### config.mk
export PLATFORM = sky130hd
export DESIGN_NAME = seg_scan_driver
export DESIGN_NICKNAME = d
export VERILOG_FILES = /design/src/rtl/seg_scan_driver.sv
export SDC_FILE = /design/constraint.sdc
export NUM_CORES = 1
export LEC_CHECK = 0
export BUFFER_PORTS_ARGS = -buffer_cell sky130_fd_sc_hd__buf_2
export CAP_MARGIN = 20
export CORE_MARGIN = 2
export CORE_UTILIZATION = 29
export CTS_CLUSTER_SIZE = 12
export DETAILED_ROUTE_END_ITERATION = 10
export GPL_TIMING_DRIVEN = 0
export HOLD_SLACK_MARGIN = 0.15
export PLACE_DENSITY = 0.48
export RECOVER_POWER = 50
export SLEW_MARGIN = 20
export SYNTH_ARGS = -nofsm -noshare
export SYNTH_HDL_FRONTEND = slang
export SYNTH_SLANG_ARGS = --single-unit
### constraint.sdc
create_clock -name clk -period 2.8 [get_ports clk]
set_clock_uncertainty 0.2 [all_clocks]
set_input_delay 0.42 -clock clk [delete_from_list [all_inputs] [get_ports clk]]
set_output_delay 0.42 -clock clk [all_outputs]
set_load 0.02 [all_outputs]
### src/rtl/seg_scan_driver.sv
// Four-digit multiplexed common-anode seven-segment driver with a sequential
// double-dabble binary-to-BCD converter and leading-zero blanking.
module seg_scan_driver #(
   parameter int SCAN_DIV = 50000,
   parameter int VAL_W    = 14
) (
   input  logic             clk,
   input  logic             rst,
   input  logic             load,
   input  logic [VAL_W-1:0] value,
   output logic             busy,
   output logic             ovf,
   output logic [3:0]       an,
   output logic [6:0]       seg
);

   localparam int PW = (SCAN_DIV > 1) ? $clog2(SCAN_DIV) : 1;
   localparam logic [PW-1:0]    PRE_TC = PW'(SCAN_DIV - 1);
   localparam logic [VAL_W-1:0] MAXV   = VAL_W'(9999);
   localparam logic [3:0]       SH_LAST = 4'(VAL_W - 1);

   typedef enum logic [1:0] {IDLE, SHIFT, DONE} state_t;

   state_t           state, state_n;
   logic [VAL_W-1:0] bin;
   logic [15:0]      bcd;
   logic [11:0]      bcd_adj;
   logic [15:0]      disp;
   logic [3:0]       sh_cnt;
   logic [PW-1:0]    pre;
   logic [1:0]       idx;
   logic [3:0]       digit;
   logic             blank;
   logic [6:0]       seg_n;

   always_ff @(posedge clk) begin
      if (rst) state <= IDLE;
      else     state <= state_n;
   end

   always_comb begin
      state_n = state;
      case (state)
         IDLE:    if (load) state_n = SHIFT;
         SHIFT:   if (sh_cnt == SH_LAST) state_n = DONE;
         DONE:    state_n = IDLE;
         default: state_n = IDLE;
      endcase
   end

   assign busy = (state != IDLE);

   // Top nibble never reaches 5 before the final shift for inputs <= 9999,
   // so only the lower three nibbles need the add-3 correction.
   always_comb begin
      bcd_adj = bcd[11:0];
      for (int unsigned i = 0; i < 3; i++) begin
         if (bcd[4*i +: 4] >= 4'd5) bcd_adj[4*i +: 4] = bcd[4*i +: 4] + 4'd3;
      end
   end

   always_ff @(posedge clk) begin
      if (rst) begin
         bin    <= '0;
         bcd    <= '0;
         sh_cnt <= '0;
         ovf    <= 1'b0;
         disp   <= '0;
      end else begin
         case (state)
            IDLE: begin
               if (load) begin
                  bin    <= (value > MAXV) ? MAXV : value;
                  ovf    <= (value > MAXV);
                  bcd    <= '0;
                  sh_cnt <= '0;
               end
            end
            SHIFT: begin
               bcd    <= {bcd[14:12], bcd_adj, bin[VAL_W-1]};
               bin    <= bin << 1;
               sh_cnt <= sh_cnt + 4'd1;
            end
            DONE:    disp <= bcd;
            default: ;
         endcase
      end
   end

   always_comb begin
      digit = disp[{idx, 2'b00} +: 4];
      blank = 1'b0;
      case (idx)
         2'd3: blank = (disp[15:12] == 4'd0);
         2'd2: blank = (disp[15:8] == 8'd0);
         2'd1: blank = (disp[15:4] == 12'd0);
         default: blank = 1'b0;
      endcase
      seg_n = 7'b1111111;
      if (!blank) begin
         case (digit)
            4'd0: seg_n = 7'b1000000;
            4'd1: seg_n = 7'b1111001;
            4'd2: seg_n = 7'b0100100;
            4'd3: seg_n = 7'b0110000;
            4'd4: seg_n = 7'b0011001;
            4'd5: seg_n = 7'b0010010;
            4'd6: seg_n = 7'b0000010;
            4'd7: seg_n = 7'b1111000;
            4'd8: seg_n = 7'b0000000;
            4'd9: seg_n = 7'b0010000;
            default: seg_n = 7'b1111111;
         endcase
      end
   end

   always_ff @(posedge clk) begin
      if (rst) begin
         pre <= '0;
         idx <= '0;
         an  <= 4'b1111;
         seg <= 7'b1111111;
      end else begin
         if (pre == PRE_TC) begin
            pre <= '0;
            idx <= idx + 2'd1;
         end else begin
            pre <= pre + 1'b1;
         end
         an  <= ~(4'b0001 << idx);
         seg <= seg_n;
      end
   end

endmodule

==> summary.txt <==
Synth
  • Post-synthesis register bit count: 82
  • Largest family of logic cells by synthesized area: simple AND/OR/NAND/NOR gates
  • Yosys warning total: 0
  • Post-synth top flop: dfxtp_1
  • Syn Inst Count: approximately 430
  • Mapped Avg Cell Area: 8.63 sq um
  • Mapped Nets: 469
  • Post-synthesis adder-cell area fraction: 6.36%
  • Compound-Gate Fraction of Synth Area: approximately 16%
  • Share of the synthesized area in the top cell type: around 44%
  • Yosys top cell by area: dfxtp_1
  • Post-synth ARST share: 0%
  • Seq/Total Area, Yosys: a little over two fifths
  • EDFF count, synth: 0
  • Simple-gate portion of the synthesized area: 20.3%
  • Mux share of post-synthesis cell area: between 3 and 4%
  • Synth Area in XOR/XNOR: a little over 5%
  • Post-synth cell types: 48
  • Top post-synthesis cells by area: dfxtp_1 (44%), ha_1 (6.4%), nand2_1 (6.3%)
  • Mapped Area: around 0.0037 sq mm

Route
  • Routed WL: 8690 um
  • Vias per cell: ~4.7
  • DR vias: 3068
  • Detailed-route DRC error count: 0
  • Wire per inst: roughly 13 um
  • Detailed Route Iter0 Violations: 186
  • First-pass DRT Iterations: 4
  • Antenna Nets Post-Route: 0

Clock network
  • Worst-skew pair later-pin latency: 0.34 ns
  • Clk slew on worst S/H paths: 0.06 ns
  • Clock Sinks: a little over 80
  • Number of buffers created by CTS: 9
  • TritonCTS clock tree: done
  • Clk buf depth: 2
  • CTS H-Tree Depth: 3
  • Root buf cell: clkbuf_16
  • Resized Gates After CTS: 0

Floorplan
  • Standard-cell rows: 41
  • I/O Pins: 30
  • Die Ht: 118 um
  • Total die area: 0.0138 sq mm
  • Core area: between 0.01 and 0.015 sq mm
  • Initial Util: 29.6%
  • Die X: 118 um

Placement
  • Buffers on Ports: 28
  • RePlAce Congestion: 0.767
  • HPWL after DPL: roughly 6300 um

Pwr
  • Pwr dens: 599 mW/mm^2
  • Lkg Pwr: 1.62 nW
  • Max IR drop VDD: 0.274 mV
  • Overall power: 0.00265 W

Critical path
  • WP data required: about 2.9 ns
  • R2r endpoint: seg[5]
  • Crit path from: value[6]
  • R2R depth: 5
  • WS Path Type: primary input to flip-flop
  • CP startpoint kind: primary input
  • R2R Setup Slk: 0.59 ns
  • Critical path fanouts, max: 4
  • CP endpoint: bin[4]
  • Crit end category: flip-flop
  • R2R Path Start: idx[0]
  • Worst EP arrival: 2.39 ns

Global route
  • First-pass GRT wire length: 15100 um
  • Vias in the first global route: 2991
  • Total track usage: 13.5%
  • Largest net degree at the start of global routing: 14
  • Initial antenna violation count: 0
  • Total gr overflow: 0

STA
  • RSZ-0062 raised after global routing: false
  • Fmax: 0.429 GHz
  • Max_slew headroom: between 60% and 70%
  • Setup-failing EPs final: 0
  • Slew Viols, Final: 0
  • Post-route minimum period: 2.33 ns
  • Slew @ Worst Pin: between 0.5 and 0.6 ns
  • Final period util: 83.2%
  • Final Hold Viols: 0
  • Setup_tns: 0 ns

Final layout
  • Commonest non-fill, non-tap cell in the layout: dfxtp_1
  • Area Overhead vs Synth: 18.6%
  • Ratio of cells with drive above 1 in the final layout: a little under a tenth
  • # nets final: 512
  • N_diodes: 0
  • Most frequent cells in the layout: dfxtp_1 (82), nand2_1 (63), a21oi_1 (42), nor2_1 (40), clkbuf_1 (33)

Job
  • Max Cap Viol: 0

Run status
  • Outcome: finished, final reports clean

Worst hold path
  • HP Class: primary input to flip-flop
-- timing repair --
action / in CTS / in global routing
setup buffers: 0 / 0
hold buffers: 4 / 0
endpoints found under the hold margin: 4 / 0
-- critical path, cell delays in order --
cell and delay (ns):
dlygate4sd3_1 0.54, buf_2 0.13, nor4_1 0.44, nor2_1 0.10, o31a_1 0.32, nor3_2 0.28, o2bb2ai_1 0.16
-- cell type report --
cell class / instances / area [sq um]
fillers: 1354 / 8190
multi-input cells: 311 / 1920
flip-flops and latches: 82 / 1640
clock buffers: 11 / 243
well taps: 172 / 215
repair buffers: 32 / 164
plain buffers: 25 / 119
clock inverters: 5 / 77.6
inverters: 15 / 56.3
-- metrics by stage --
stage          worst slack [ns]  util [%]  cell area [sq um]  instances  hold WS [ns]
2_1_floorplan             0.773         -               3740        433         0.218
3_3_place_gp              0.605      32.4               4090        633         0.235
3_5_place_dp              0.581      32.4               4090        633         0.246
4_1_cts                   0.459      35.3               4450        653         0.196
5_1_grt                   0.352      35.1               4430        653         0.209
6_report                  0.470      35.1               4430        653         0.206
-- flip-flops by register name, summed over array words and instances, names as in the netlist --
signal,flops
seg,7
pre,16
disp,16
state,2
an,4
bin,14
sh_cnt,4
idx,2
ovf,1
bcd,16
-- where the power goes --
| group | switching (W) | leakage, nW | internal (W) |
|---|---|---|---|
| Clock | 0.000472 | 0.156 | 0.000803 |
| Sequential | 0.0000187 | 0.667 | 0.00120 |
| Combinational | 0.000109 | 0.800 | 0.0000548 |
| Total | 0.000600 | 1.62 | 0.00205 |
-- cell families (layout without fill, tap and decap cells) --
group,count (synthesis),count (layout)
simple gates,165,165
compound gates,98,98
flops,82,82
buf+inv,40,88
xor+xnor,22,22
fa+ha+maj,19,19
mux,7,7
-- layer usage --
metal / track usage (%) / share of wire (%)
met5: 0 / 0
met4: 5.95 / 1.8
met3: 2.47 / 2.5
met2: 20.2 / 44
met1: 18.9 / 52
-- Yosys cell counts (3+ instances only) --
cell,n
xnor2_1,11
a211oi_1,9
nand2b_1,9
nor3_1,7
a221oi_1,6
inv_1,14
nand2_1,63
nor2b_1,3
buf_2,6
dfxtp_1,82
and3_1,8
ha_1,19
a31oi_1,3
a22oi_1,7
clkbuf_1,15
nand3_1,17
mux2i_1,3
nor4_1,3
o2bb2ai_1,4
nand4_1,3
a21oi_1,42
o21ai_0,9
o21ai_1,5
nor2_1,40
xor2_1,11
-- worst min path at each step --
stage,slack (ns),to,startpoint,cells past startpoint
floorplan,0.22,pre[0],pre[0],1
global placement,0.23,pre[0],pre[0],1
detailed placement,0.25,pre[0],pre[0],1
CTS,0.20,bin[11],value[11],3
global route,0.21,bin[3],value[3],3
finish,0.21,bin[13],value[13],3
(Power assumes the default switching activity.)
